File: src/rtl/pipeline_control.sv
// Five-stage pipeline sequencer: stalls, load-use bubbles, branch squash, halt drain.
// Optional perf counters (dstall_cnt, hazard_cnt) enabled by PIPE_CTRL_PERF_EN.
module pipeline_control (
    input  logic       CLK,
    input  logic       RST,
    input  logic       ihit,
    input  logic       dhit,
    input  logic       mem_dREN,
    input  logic       mem_dWEN,
    input  logic       mem_halt,
    input  logic       mem_pcsrc,
    input  logic       ex_dREN,
    input  logic [4:0] ex_wsel,
    input  logic [4:0] dec_rs,
    input  logic [4:0] dec_rt,
    output logic       pc_en,
    output logic       if_en,
    output logic       id_en,
    output logic       ex_en,
    output logic       mem_en,
    output logic       if_flush,
    output logic       id_flush,
    output logic       ex_flush,
    output logic       mem_flush,
`ifdef PIPE_CTRL_PERF_EN
    output logic [31:0] dstall_cnt,
    output logic [31:0] hazard_cnt,
`endif
    output logic       halted
);

    typedef enum logic [1:0] {
        RUN    = 2'd0,
        DSTALL = 2'd1,
        HALT   = 2'd2
    } state_t;

    state_t state_q, state_d;
    logic   halted_q, halted_d;

    logic mem_req, dstall, lu_hazard;
    logic rule_dstall, rule_hazard;

    assign mem_req   = mem_dREN | mem_dWEN;
    assign dstall    = mem_req & ~dhit;
    assign lu_hazard = ex_dREN & (ex_wsel != 5'd0) &
                       ((ex_wsel == dec_rs) | (ex_wsel == dec_rt));

    always_comb begin
        pc_en       = 1'b0;
        if_en       = 1'b0;
        id_en       = 1'b0;
        ex_en       = 1'b0;
        mem_en      = 1'b0;
        if_flush    = 1'b0;
        id_flush    = 1'b0;
        ex_flush    = 1'b0;
        mem_flush   = 1'b0;
        rule_dstall = 1'b0;
        rule_hazard = 1'b0;
        if (RST) begin
            if_flush  = 1'b1;
            id_flush  = 1'b1;
            ex_flush  = 1'b1;
            mem_flush = 1'b1;
        end else if (state_q != HALT) begin
            if (dstall) begin
                rule_dstall = 1'b1;
            end else if (mem_pcsrc) begin
                rule_hazard = 1'b1;
                pc_en       = 1'b1;
                if_flush    = 1'b1;
                id_flush    = 1'b1;
                ex_flush    = 1'b1;
                mem_en      = 1'b1;
            end else if (lu_hazard) begin
                // Hold fetch/decode, inject a bubble into execute.
                rule_hazard = 1'b1;
                id_flush    = 1'b1;
                ex_en       = 1'b1;
                mem_en      = 1'b1;
            end else if (!ihit) begin
                if_flush = 1'b1;
                id_en    = 1'b1;
                ex_en    = 1'b1;
                mem_en   = 1'b1;
            end else begin
                pc_en  = 1'b1;
                if_en  = 1'b1;
                id_en  = 1'b1;
                ex_en  = 1'b1;
                mem_en = 1'b1;
            end
        end
    end

    always_comb begin
        state_d = state_q;
        unique case (state_q)
            RUN: begin
                if (mem_halt && !dstall) state_d = HALT;
                else if (dstall)         state_d = DSTALL;
            end
            DSTALL: begin
                if (mem_halt && !dstall) state_d = HALT;
                else if (!dstall)        state_d = RUN;
            end
            HALT:    state_d = HALT;
            default: state_d = RUN;
        endcase
        halted_d = (state_d == HALT);
    end

    always_ff @(posedge CLK) begin
        if (RST) begin
            state_q  <= RUN;
            halted_q <= 1'b0;
        end else begin
            state_q  <= state_d;
            halted_q <= halted_d;
        end
    end

    assign halted = halted_q & ~RST;

`ifdef PIPE_CTRL_PERF_EN
    logic [31:0] dstall_cnt_q, dstall_cnt_d;
    logic [31:0] hazard_cnt_q, hazard_cnt_d;

    always_comb begin
        dstall_cnt_d = dstall_cnt_q;
        hazard_cnt_d = hazard_cnt_q;
        if (rule_dstall && dstall_cnt_q != 32'hFFFF_FFFF)
            dstall_cnt_d = dstall_cnt_q + 32'd1;
        if (rule_hazard && hazard_cnt_q != 32'hFFFF_FFFF)
            hazard_cnt_d = hazard_cnt_q + 32'd1;
    end

    always_ff @(posedge CLK) begin
        if (RST) begin
            dstall_cnt_q <= 32'd0;
            hazard_cnt_q <= 32'd0;
        end else begin
            dstall_cnt_q <= dstall_cnt_d;
            hazard_cnt_q <= hazard_cnt_d;
        end
    end

    assign dstall_cnt = RST ? 32'd0 : dstall_cnt_q;
    assign hazard_cnt = RST ? 32'd0 : hazard_cnt_q;
`else
    logic unused_perf;
    assign unused_perf = rule_dstall ^ rule_hazard;
`endif

endmodule

File: config.mk
export PLATFORM = sky130hd
export DESIGN_NAME = pipeline_control
export DESIGN_NICKNAME = d
export VERILOG_FILES = /design/src/rtl/pipeline_control.sv
export SDC_FILE = /design/constraint.sdc
export NUM_CORES = 1
export LEC_CHECK = 0
export ABC_AREA = 0
export CELL_PAD_IN_SITES_DETAIL_PLACEMENT = 1
export CELL_PAD_IN_SITES_GLOBAL_PLACEMENT = 2
export CORE_MARGIN = 5
export CORE_UTILIZATION = 13
export DETAILED_ROUTE_END_ITERATION = 6
export PLACE_DENSITY = 0.82
export SYNTH_ARGS = -nofsm -noshare
export SYNTH_HDL_FRONTEND = slang
export SYNTH_SLANG_ARGS = --single-unit
File: constraint.sdc
create_clock -name CLK -period 5.5 [get_ports CLK]
set_clock_uncertainty 0.05 [all_clocks]
set_input_delay 1.65 -clock CLK [delete_from_list [all_inputs] [get_ports CLK]]
set_output_delay 1.65 -clock CLK [all_outputs]
set_load 0.005 [all_outputs]
==> impl_metrics.yaml, run 1 <==
critical_path:
  cp.arrival_ns: 3.64
  cp_max_fo: 5
  cp_slowest_cell: "or4_1"
  rr_worst_depth: 3
  cpMostUsedCell: "clkdlybuf4s50_1"
  crit_chain: "clkdlybuf4s50_1, or4_1, o21a_1, a31oi_1, clkdlybuf4s50_1"
  cp-startpoint: "ex_wsel[1]"
  crit_end: "if_flush"
  slowest_delay_ns: 0.54
  worstPathRequired_ns: 3.80
  cp-end-kind: "output port"
  start_kind: "primary input"
  r2r_slack_ns: 4.57
  path_class: "in -> out"
  reg2reg_to: "halted_q"
  rr_startpoint: "state_q[1]"
power:
  p_sw_mw: 0.03056
  p_seq_share_pct: 21.1
  combPwrFrac_pct: 44.8
  clock_power_share_pct: 34.1
  peakVddDrop_v: 0.00009159
  swShare_pct: 26.75
  p_int_mw: 0.08367
  p_per_area_mw_per_mm2: 158.2
  leakagePower_nw: 0.2538
layout:
  register_area_um2: 60.06
  syn_to_final_growth_pct: 117.7
  drive_above_1_share_pct: 6.098
  stdcell_count: 112
  final_cell_mix: "33 x clkdlybuf4s50_1, 10 x xnor2_1, 4 x nor2_1, 4 x nand2_1"
  fillers: 307
  final_common_cell: "clkdlybuf4s50_1"
  final_nets: 107
  diodes: 0
  multi_input_area_um2: 252.7
sta:
  timing.hold.ws_ns: 0.3925
  setup_tns_ns: 0
  slew_viol_final: 0
  rsz0062_at_grt: "false"
  final-hold-violation-count: 0
  max_freq_ghz: 0.1873
  fin_crit_sh_pct: 97.07
  worstMarginPinSlew_ns: 0.4434
  fin_crit_ns: 5.339
  setup_violations: 0
  max-slew-margin-rel_pct: 70.44
global_routing:
  grtUsageTotal_pct: 7.398
  antenna_found_initial: 0
  grt_pass1_wl_um: 1994
  overflow: 0
  first_global_vias: 482
  grt_max_degree: 11
clock_network:
  cts_tree: "yes"
  cts_made_buffers: 3
  clock_latency_ns: 0.23
  path_clk_slew_ns: 0.04
  cts_buffer_depth: 2
  cts_resized: 0
  clock-sinks: 3
  hold_buffers: 0
  cts_setup_buffers: 0
  clock-root-buffer: "clkbuf_4"
  htreeDepth: 1
synthesis:
  synth.avg_cell_area_um2: 7.208
  ys_types: 22
  ys_async_sr_fraction_pct: 0
  synthCells: 46
  ys_ff_latch: 3
  synthFlopType: "dfxtp_1"
  syn-num-nets: 70
  yosys_warnings: 0
  yosysSeqAreaShare_pct: 18.11
  synth-edff-count: 0
  netlist_area_um2: 331.6
floorplan:
  dieArea_mm2: 0.003660
  die_h_um: 60.50
  dieWidth_um: 60.50
  core_area_mm2: 0.002455
  core.rowCount: 18
  ios: 34
  initial_core_util_pct: 13.51
detailed_routing:
  post_drt_wl_per_cell_um: 11.68
  drt_iter0_markers: 7
  drc: 0
  via_count: 467
  dr.pass1.iters: 4
  wl_um: 1308
  viasPerCell: 4.170
  detail-route-antenna-nets: 0
flow_run:
  cap_viol_max_count: 0
status:
  status: "complete, no violations"
place:
  port_buffers: 33
  hpwlAfterDp_um: 1110
  gp_congestion: 0.6570
  placed_cells: 108
min_path:
  min_path_type: "reg -> reg"
## per-stage QoR
step / util [%] / power (mW) / cell area (µm²) / setup WS (ns)
5_1_grt: 29.41 / 0.1253 / 721.9 / 0.06558
2_1_floorplan: - / 0.04384 / 331.6 / 1.205
6_report: 29.41 / 0.1142 / 721.9 / 0.1611
3_3_place_gp: 28.34 / 0.07534 / 695.7 / 0.1868
4_1_cts: 29.41 / 0.1172 / 721.9 / 0.1524
3_5_place_dp: 28.34 / 0.07590 / 695.7 / 0.1548
## per-layer routing
metal | GRT usage (%) | share of wire [%]
met5 | 0 | 0
met4 | 2.786 | 0
met3 | 4.468 | 14
met2 | 12.65 | 48
met1 | 7.370 | 38
## registers in the layout, summed over array words and instances, names as in the netlist
signal	cells
state_q	2
halted_q	1
## final cells by class
class                      count  share of cell area, %
clock buffer                   4                  3.640
inverter                       2                  1.040
multi-input combinational     39                  35.01
sequential                     3                  8.319
tap                           30                  5.199
timing repair buffer          34                  46.79
## logic make-up after synthesis
group,after synthesis,synth area share (%)
flops,3,18.11
simple gates,16,23.02
xor+xnor,10,26.41
buf+inv,4,5.661
compound gates,13,26.80
## how the worst min path moves through the flow
stage / from / to / slack (ns) / cells past startpoint
after detailed placement: state_q[1] / state_q[0] / 0.39 / 1
after global routing: state_q[1] / state_q[0] / 0.44 / 1
after floorplan: state_q[1] / state_q[0] / 0.36 / 1
final: state_q[1] / state_q[0] / 0.39 / 1
after global placement: state_q[1] / state_q[0] / 0.37 / 1
after CTS: state_q[1] / state_q[0] / 0.39 / 1
## Yosys cell counts (2+ instances only)
| library cell | instances | area [µm²] |
|---|---|---|
| a31oi_1 | 3 | 18.77 |
| dfxtp_1 | 3 | 60.06 |
| inv_1 | 2 | 7.510 |
| nand2_1 | 4 | 15.01 |
| nand3_1 | 2 | 10.01 |
| nor2_1 | 4 | 15.01 |
| nor2b_1 | 2 | 12.51 |
| nor3_1 | 2 | 10.01 |
| o21ai_0 | 2 | 10.01 |
| xnor2_1 | 10 | 87.58 |
## critical path, delay by kind of cell
family,cells,cell delay (ns)
buffers and inverters,2,1.02
AND/OR/NAND/NOR,1,0.54
AO/OA/AOI/OAI,2,0.43
## power groups by stage
stage,Clock (mW),Sequential [mW],Combinational [mW]
2_1_floorplan,0,0.0243,0.0195
3_3_place_gp,0,0.0244,0.0509
3_5_place_dp,0,0.0245,0.0514
4_1_cts,0.0411,0.0241,0.0520
5_1_grt,0.0453,0.0243,0.0557
6_report,0.0390,0.0241,0.0511
Power figures use the tool's default switching activity.
==> run 2, diff against run 1 <==
Settings changed: REMOVE_ABC_BUFFERS set to 1.
==> impl_metrics.yaml, run 2 (synthesis results as in run 1) <==
layout:
  final_cell_mix: "33 x clkdlybuf4s50_1, 10 x xnor2_1, 4 x nor2_1, 4 x nand2_1"
  multi_input_area_um2: 252.7
  stdcell_count: 112
  largest_register_ffs: 2
  fillers: 308
  diodes: 0
  drive_above_1_share_pct: 6.098
  register_area_um2: 60.06
  postLayoutCoreUtil_pct: 29.41
  reg.largest.list: "state_q x2, halted_q x1"
  regMostFlops: "state_q"
  stdcell_area_um2: 721.9
  final_nets: 107
  final_common_cell: "clkdlybuf4s50_1"
  syn_to_final_growth_pct: 117.7
global_routing:
  met2_usage_pct: 15.28
  grt_max_degree: 10
  grtUsageTotal_pct: 8.569
  grt_busiest_layer: "met2"
  overflow: 0
  grt_use_met1_pct: 7.614
  first_global_vias: 529
  use_met3_pct: 4.894
  antenna_found_initial: 0
  grt_pass1_wl_um: 2228
critical_path:
  cp_max_fo: 5
  path_class: "in -> out"
  crit_chain: "clkdlybuf4s50_1, or4_1, o21a_1, a31oi_1, clkdlybuf4s50_1"
  cp-end-kind: "output port"
  worstPathRequired_ns: 3.80
  start_kind: "primary input"
  cpMostUsedCell: "clkdlybuf4s50_1"
  cp.arrival_ns: 3.62
  slowest_delay_ns: 0.53
  cp_slowest_cell: "or4_1"
clock_network:
  cts_setup_buffers: 0
  clock-sinks: 3
  clock-root-buffer: "clkbuf_4"
  cts_tree: "yes"
  path_clk_slew_ns: 0.04
  htreeDepth: 1
  clock_latency_ns: 0.24
  hold_buffers: 0
  cts_made_buffers: 3
  cts_resized: 0
  cts_buffer_depth: 2
detailed_routing:
  dr.pass1.iters: 2
  via_count: 470
  drc: 0
  drt_iter0_markers: 6
  detail-route-antenna-nets: 0
  viasPerCell: 4.196
  post_drt_wl_per_cell_um: 12.27
  wl_um: 1374
sta:
  rsz0062_at_grt: "false"
  fin_crit_sh_pct: 96.67
  worstMarginPinSlew_ns: 0.4739
  setup_violations: 0
  max_freq_ghz: 0.1881
  setup_tns_ns: 0
  max-slew-margin-rel_pct: 68.11
  fin_crit_ns: 5.317
  slew_viol_final: 0
  final-hold-violation-count: 0
place:
  hpwlAfterDp_um: 1196
  placed_cells: 108
  port_buffers: 33
  placed_area_um2: 695.7
  gp_congestion: 0.8023
status:
  status: "complete, no violations"
floorplan:
  initial_core_util_pct: 13.51
  die_h_um: 60.50
  ios: 34
  dieArea_mm2: 0.003660
  core.rowCount: 18
  dieWidth_um: 60.50
  core_area_mm2: 0.002455
power:
  p_per_area_mw_per_mm2: 158.8
  power_mw: 0.1147
  peakVddDrop_v: 0.0001315
  leakagePower_nw: 0.2534
flow_run:
  cap_viol_max_count: 0
min_path:
  min_path_type: "reg -> reg"
[run 2: cell counts in the layout (fill, tap and decap cells not counted)]
Identical to the previous run, type by type.
[run 2: area by class of cell]
type	count	share of cell area, %
Timing Repair Buffer	34	46.79
Multi-Input combinational cell	39	35.01
Clock buffer	4	3.640
Tap cell	30	5.199
Sequential cell	3	8.319
Inverter	2	1.040
[run 2: report_power, final]
group	internal, mW	total [mW]	switching, mW
Combinational	0.0329	0.0511	0.0182
Clock	0.0272	0.0394	0.0121
Sequential	0.0235	0.0241	0.000600
[run 2: stage by stage]
stage	hold WS, ns	setup WS (ns)
final	0.3956	0.1833
after global routing	0.4158	0.04178
after CTS	0.3972	0.1348
after detailed placement	0.3917	0.1308
after global placement	0.3773	0.1613
after floorplan	0.3624	1.205
[run 2: worst paths after layout]
path,start,endpoint,slack (ns),cells after the start
max,ex_wsel[1],if_flush,0.18,5
min,state_q[1],state_q[0],0.40,1
max reg2reg,state_q[1],halted_q,4.55,3
min reg2reg,state_q[1],state_q[0],0.40,1
[run 2: worst max-delay path: cells and delay by family]
kind | cells | cell delay [ns]
and+or+nand+nor | 1 | 0.53
buffers and inverters | 2 | 1.00
AOI/OAI and AO/OA | 2 | 0.44
[run 2: per-layer routing]
| metal | up-vias | routed length, µm |
|---|---|---|
| li1 | 234 | - |
| met1 | 206 | 487 |
| met2 | 26 | 635 |
| met3 | 4 | 219 |
| met4 | 0 | 31 |
| met5 | - | 0 |
==> run 3, diff against run 2 <==
Clock period 5.5 ns to 6.6 ns, I/O delays scaled along.
==> impl_metrics.yaml, run 3 (synthesis results as in run 1) <==
critical_path:
  start_kind: "primary input"
  path_class: "in -> out"
  cp.arrival_ns: 3.97
  cp_max_fo: 5
  rr_worst_depth: 3
  worstPathRequired_ns: 4.57
  cp-end-kind: "output port"
detailed_routing:
  post_drt_wl_per_cell_um: 11.86
  via_count: 452
  drt_iter0_markers: 11
  wl_um: 1317
  viasPerCell: 4.072
  drc: 0
  detail-route-antenna-nets: 0
  dr.pass1.iters: 4
sta:
  fin_crit_ns: 5.997
  max-slew-margin-rel_pct: 71.55
  slew_viol_final: 0
  rsz0062_at_grt: "false"
  setup_violations: 0
  final-hold-violation-count: 0
  worstMarginPinSlew_ns: 0.4229
  fin_crit_sh_pct: 90.86
  timing.hold.ws_ns: 0.3974
  setup_tns_ns: 0
  max_freq_ghz: 0.1668
  worst_slack_ns: 0.6031
layout:
  regMostFlops: "state_q"
  final_common_cell: "clkdlybuf4s50_1"
  syn_to_final_growth_pct: 115.5
  stdcell_area_um2: 714.4
  reg.largest.list: "state_q x2, halted_q x1"
  largest_register_ffs: 2
  diodes: 0
  final_cell_mix: "33 x clkdlybuf4s50_1, 10 x xnor2_1, 4 x nor2_1, 4 x nand2_1"
  fillers: 292
  drive_above_1_share_pct: 4.938
  stdcell_count: 111
  postLayoutCoreUtil_pct: 29.10
  final_nets: 106
clock_network:
  clock-sinks: 3
  cts_tree: "yes"
  hold_buffers: 0
  htreeDepth: 1
  cts_made_buffers: 3
  cts_buffer_depth: 2
  cts_setup_buffers: 0
  cts_resized: 0
  clock-root-buffer: "clkbuf_4"
  path_clk_slew_ns: 0.04
  clock_latency_ns: 0.23
place:
  gp_congestion: 0.8003
  pre_cts_slack_ns: 0.5734
  placed_area_um2: 688.2
  hpwlAfterDp_um: 1139
  port_buffers: 33
  placed_cells: 107
global_routing:
  first_global_vias: 497
  met2_usage_pct: 13.12
  grtUsageTotal_pct: 7.258
  use_met3_pct: 4.043
  grt_use_met1_pct: 7.215
  grt_max_degree: 11
  grt_pass1_wl_um: 1987
  overflow: 0
  grt_busiest_layer: "met2"
  antenna_found_initial: 0
min_path:
  min_path_type: "reg -> reg"
  holdPathStages: 1
power:
  leakagePower_nw: 0.2486
  power_mw: 0.09521
  p_per_area_mw_per_mm2: 133.3
  peakVddDrop_v: 0.00008883
floorplan:
  die_h_um: 60.50
  ios: 34
  initial_core_util_pct: 13.51
  dieArea_mm2: 0.003660
  dieWidth_um: 60.50
  core_area_mm2: 0.002455
  core.rowCount: 18
flow_run:
  cap_viol_max_count: 0
status:
  status: "complete, no violations"
run 3: cell count changes in the layout (fill, tap and decap cells not counted):
cell	delta
buf_4	-1
run 3: worst paths after layout:
path	to	slack, ns	start
min reg2reg	state_q[0]	0.40	state_q[1]
max	if_flush	0.60	ex_wsel[1]
min	state_q[0]	0.40	state_q[1]
max reg2reg	halted_q	5.67	state_q[1]
run 3: power breakdown:
part           leakage (nW)  internal [mW]  switching (mW)
clock network        0.0150         0.0227          0.0104
logic                 0.209         0.0270          0.0149
registers            0.0248         0.0196        0.000528
total                 0.249         0.0694          0.0258
run 3: layout make-up:
class,instances,area [µm²],area share [%]
flip-flops and latches,3,60.06,8.406
inverters,2,7.507,1.051
multi-input cells,39,252.7,35.38
repair buffers,33,330.3,46.23
well taps,30,37.54,5.254
clock buffers,4,26.28,3.678
run 3: worst max-delay path, cell delays in order:
cell and delay (ns):
clkdlybuf4s50_1 0.47, or4_1 0.54, o21a_1 0.24, a31oi_1 0.20, clkdlybuf4s50_1 0.53
run 3: routing by layer:
layer | vias up | share of wire [%]
met5 | - | 0
met4 | 0 | 0
met3 | 0 | 15
met2 | 26 | 47
met1 | 196 | 38
li1 | 230 | -
==> RTL change: new RTL, config.mk and constraints of run 2 <==
Add a define of `PIPE_CTRL_PERF_EN`.
--- a/src/rtl/pipeline_control.sv
+++ b/src/rtl/pipeline_control.sv
@@ -1,4 +1,6 @@
 // Five-stage pipeline sequencer: stalls, load-use bubbles, branch squash, halt drain.
 // Optional perf counters (dstall_cnt, hazard_cnt) enabled by PIPE_CTRL_PERF_EN.
+`define PIPE_CTRL_PERF_EN
+
 module pipeline_control (
     input  logic       CLK,
Check against the original RTL (old outputs only; new: dstall_cnt and hazard_cnt): equivalent (equiv_simple and equiv_induct, registers matched by name and starting in step).
==> RTL change against run 2 <==
Sequential cell count rose by 64. First-iteration DRC count grew to 15 times the old value. Cell area grew to 7.7 times the old value. Largest power group is now the clock network. Critical path depth increased by 2. Critical endpoint is now pc_en. Clock power grew to 14 times the old value. Area after synthesis increased to 12 times the old value. Setup slack worse by 0.14 ns. Total power grew to 9.9 times the old value. Routed wire length increased to 9.3 times the old value. Largest cell class is now multi-input gates.
==> RTL change: results (changes against run 2) <==
| Metric | Value |
|---|---|
| Worst slew margin | 58.4% (-9.7 points) |
| Post-Route M1 WL | 6150 um (+1200%) |
| Synth cell count leaders | dfxtp_1, nor2_1, nor2b_1, nand2_1, nor3_1 |
| Final setup fails | 0 (unchanged) |
| HPWL Detailed | 9940 um (+730%) |
| Most common cell in the synthesized netlist | dfxtp_1 |
| Count of different cell masters after synthesis | 45 (+100%) |
| Vias per inst | 3.80 (-9.4%) |
| Area contributors post-synth | dfxtp_1, nor2b_1, nor2_1, xnor2_1, nand2_1 |
| CP arrival | 3.75 ns (+0.13 ns) |
| Biggest regs | dstall_cnt_q (32), hazard_cnt_q (32), state_q (2) |
| DRT Pass-1 Iters | 4 (+2) |
| Max Used Layer | met4 |
| Max clock buf depth | 2 (unchanged) |
| Outcome | finished clean |
| Met3 Wirelength | 654 um (+200%) |
| Nets | 603 (+460%) |
| Fillers | 3,501 (+1000%) |
| CTS clk-pin slew, worst paths | 0.06 ns (+0.02 ns) |
| Initial DRC Count | 87 (+81) |
| Sequential-to-total area share from yosys stat | 34.9% (+17 points) |
| Syn avg cell area | 8.00 um2 (+11%) |
| Clk_lat worst skew | 0.33 ns (+0.09 ns) |
| Crit path max fanout | 3 (-2) |
| Via count of the first global-routing pass | 3,684 (+600%) |
| H-tree Lvls | 3 (+2) |
| Share of cells above drive strength 1 | 9.11% (+3.0 points) |
| Placed cell count | 955 (+780%) |
| CTS buffer count | 9 (+6) |
| CTS root buf | clkbuf_16 |
| I/O Buffers | 97 (+190%) |
| Routed met2 length | 5910 um (+830%) |
| Detailed-route wire length per cell | 13.2 um (+7.4%) |
| First-pass GRT wire length | 20,200 um (+810%) |
| Peak VDD IR | 0.110 mV (-16%) |
| Largest net degree at the start of global routing | 103 (+93) |
| Finished Layout Cells | 972 (+770%) |
| GP Congestion | 0.757 (-5.7%) |
| Gr usage total | 7.60% (-0.97 points) |
## RTL change: layout make-up
type | count | area, um2 | area share (%)
well taps | 390 | 488 | 8.77
clock inverters | 2 | 10.0 | 0.180
repair buffers | 110 | 1080 | 19.4
inverters | 15 | 56.3 | 1.01
clock buffers | 14 | 264 | 4.74
multi-input cells | 374 | 2320 | 41.8
flip-flops and latches | 67 | 1340 | 24.1
## RTL change: logic make-up after synthesis
family                   Yosys count  synth area share (%)
AND/OR/NAND/NOR                  280                  39.7
flip-flops                        67                  34.9
AO/OA/AOI/OAI                     39                  6.19
buffers and inverters             39                  4.79
XOR/XNOR                          27                  6.16
multiplexers                      26                  7.62
adder cells (fa/ha/maj)            2                 0.651
## RTL change: worst paths after layout
kind | from | end | slack, ns | depth (start not counted)
min reg2reg | state_q[1] | state_q[0] | 0.39 | 1
max reg2reg | hazard_cnt_q[7] | hazard_cnt_q[27] | 2.92 | 7
min | state_q[1] | state_q[0] | 0.39 | 1
max | ex_wsel[3] | pc_en | 0.05 | 7
## RTL change: metrics by stage
step / worst slack [ns] / area [um2]
floorplan: 1.07 / 3710
finish: 0.0479 / 5570
detailed placement: -0.0190 / 5270
global placement: 0.0498 / 5270
CTS: 0.0326 / 5560
global route: -0.0345 / 5570
## RTL change: timing repair
| action | CTS | global route |
|---|---|---|
| endpoints found under the hold margin | 0 | 0 |
| hold buffers | 0 | 0 |
| endpoints found under the setup margin | 1 | 2 |
| buffers inserted | 0 | 1 |
| pin swaps | 0 | 2 |
| resized for setup | 2 | 1 |
## RTL change: routing by layer
metal / vias to the layer above / track usage, %
met5: - / 0
met4: 0 / 1.44
met3: 11 / 2.58
met2: 64 / 12.6
met1: 1747 / 9.67
li1: 1873 / -
## RTL change: power breakdown
group | internal, mW | switching (mW)
clock | 0.329 | 0.214
sequential | 0.489 | 0.00261
combinational | 0.0500 | 0.0520
## RTL change: critical path: stages
cell and delay, ns:
clkdlybuf4s50_1 0.47, or4_4 0.51, o21ai_2 0.14, buf_4 0.15, o21ai_0 0.14, a21oi_1 0.18
clkdlybuf4s50_1 0.52
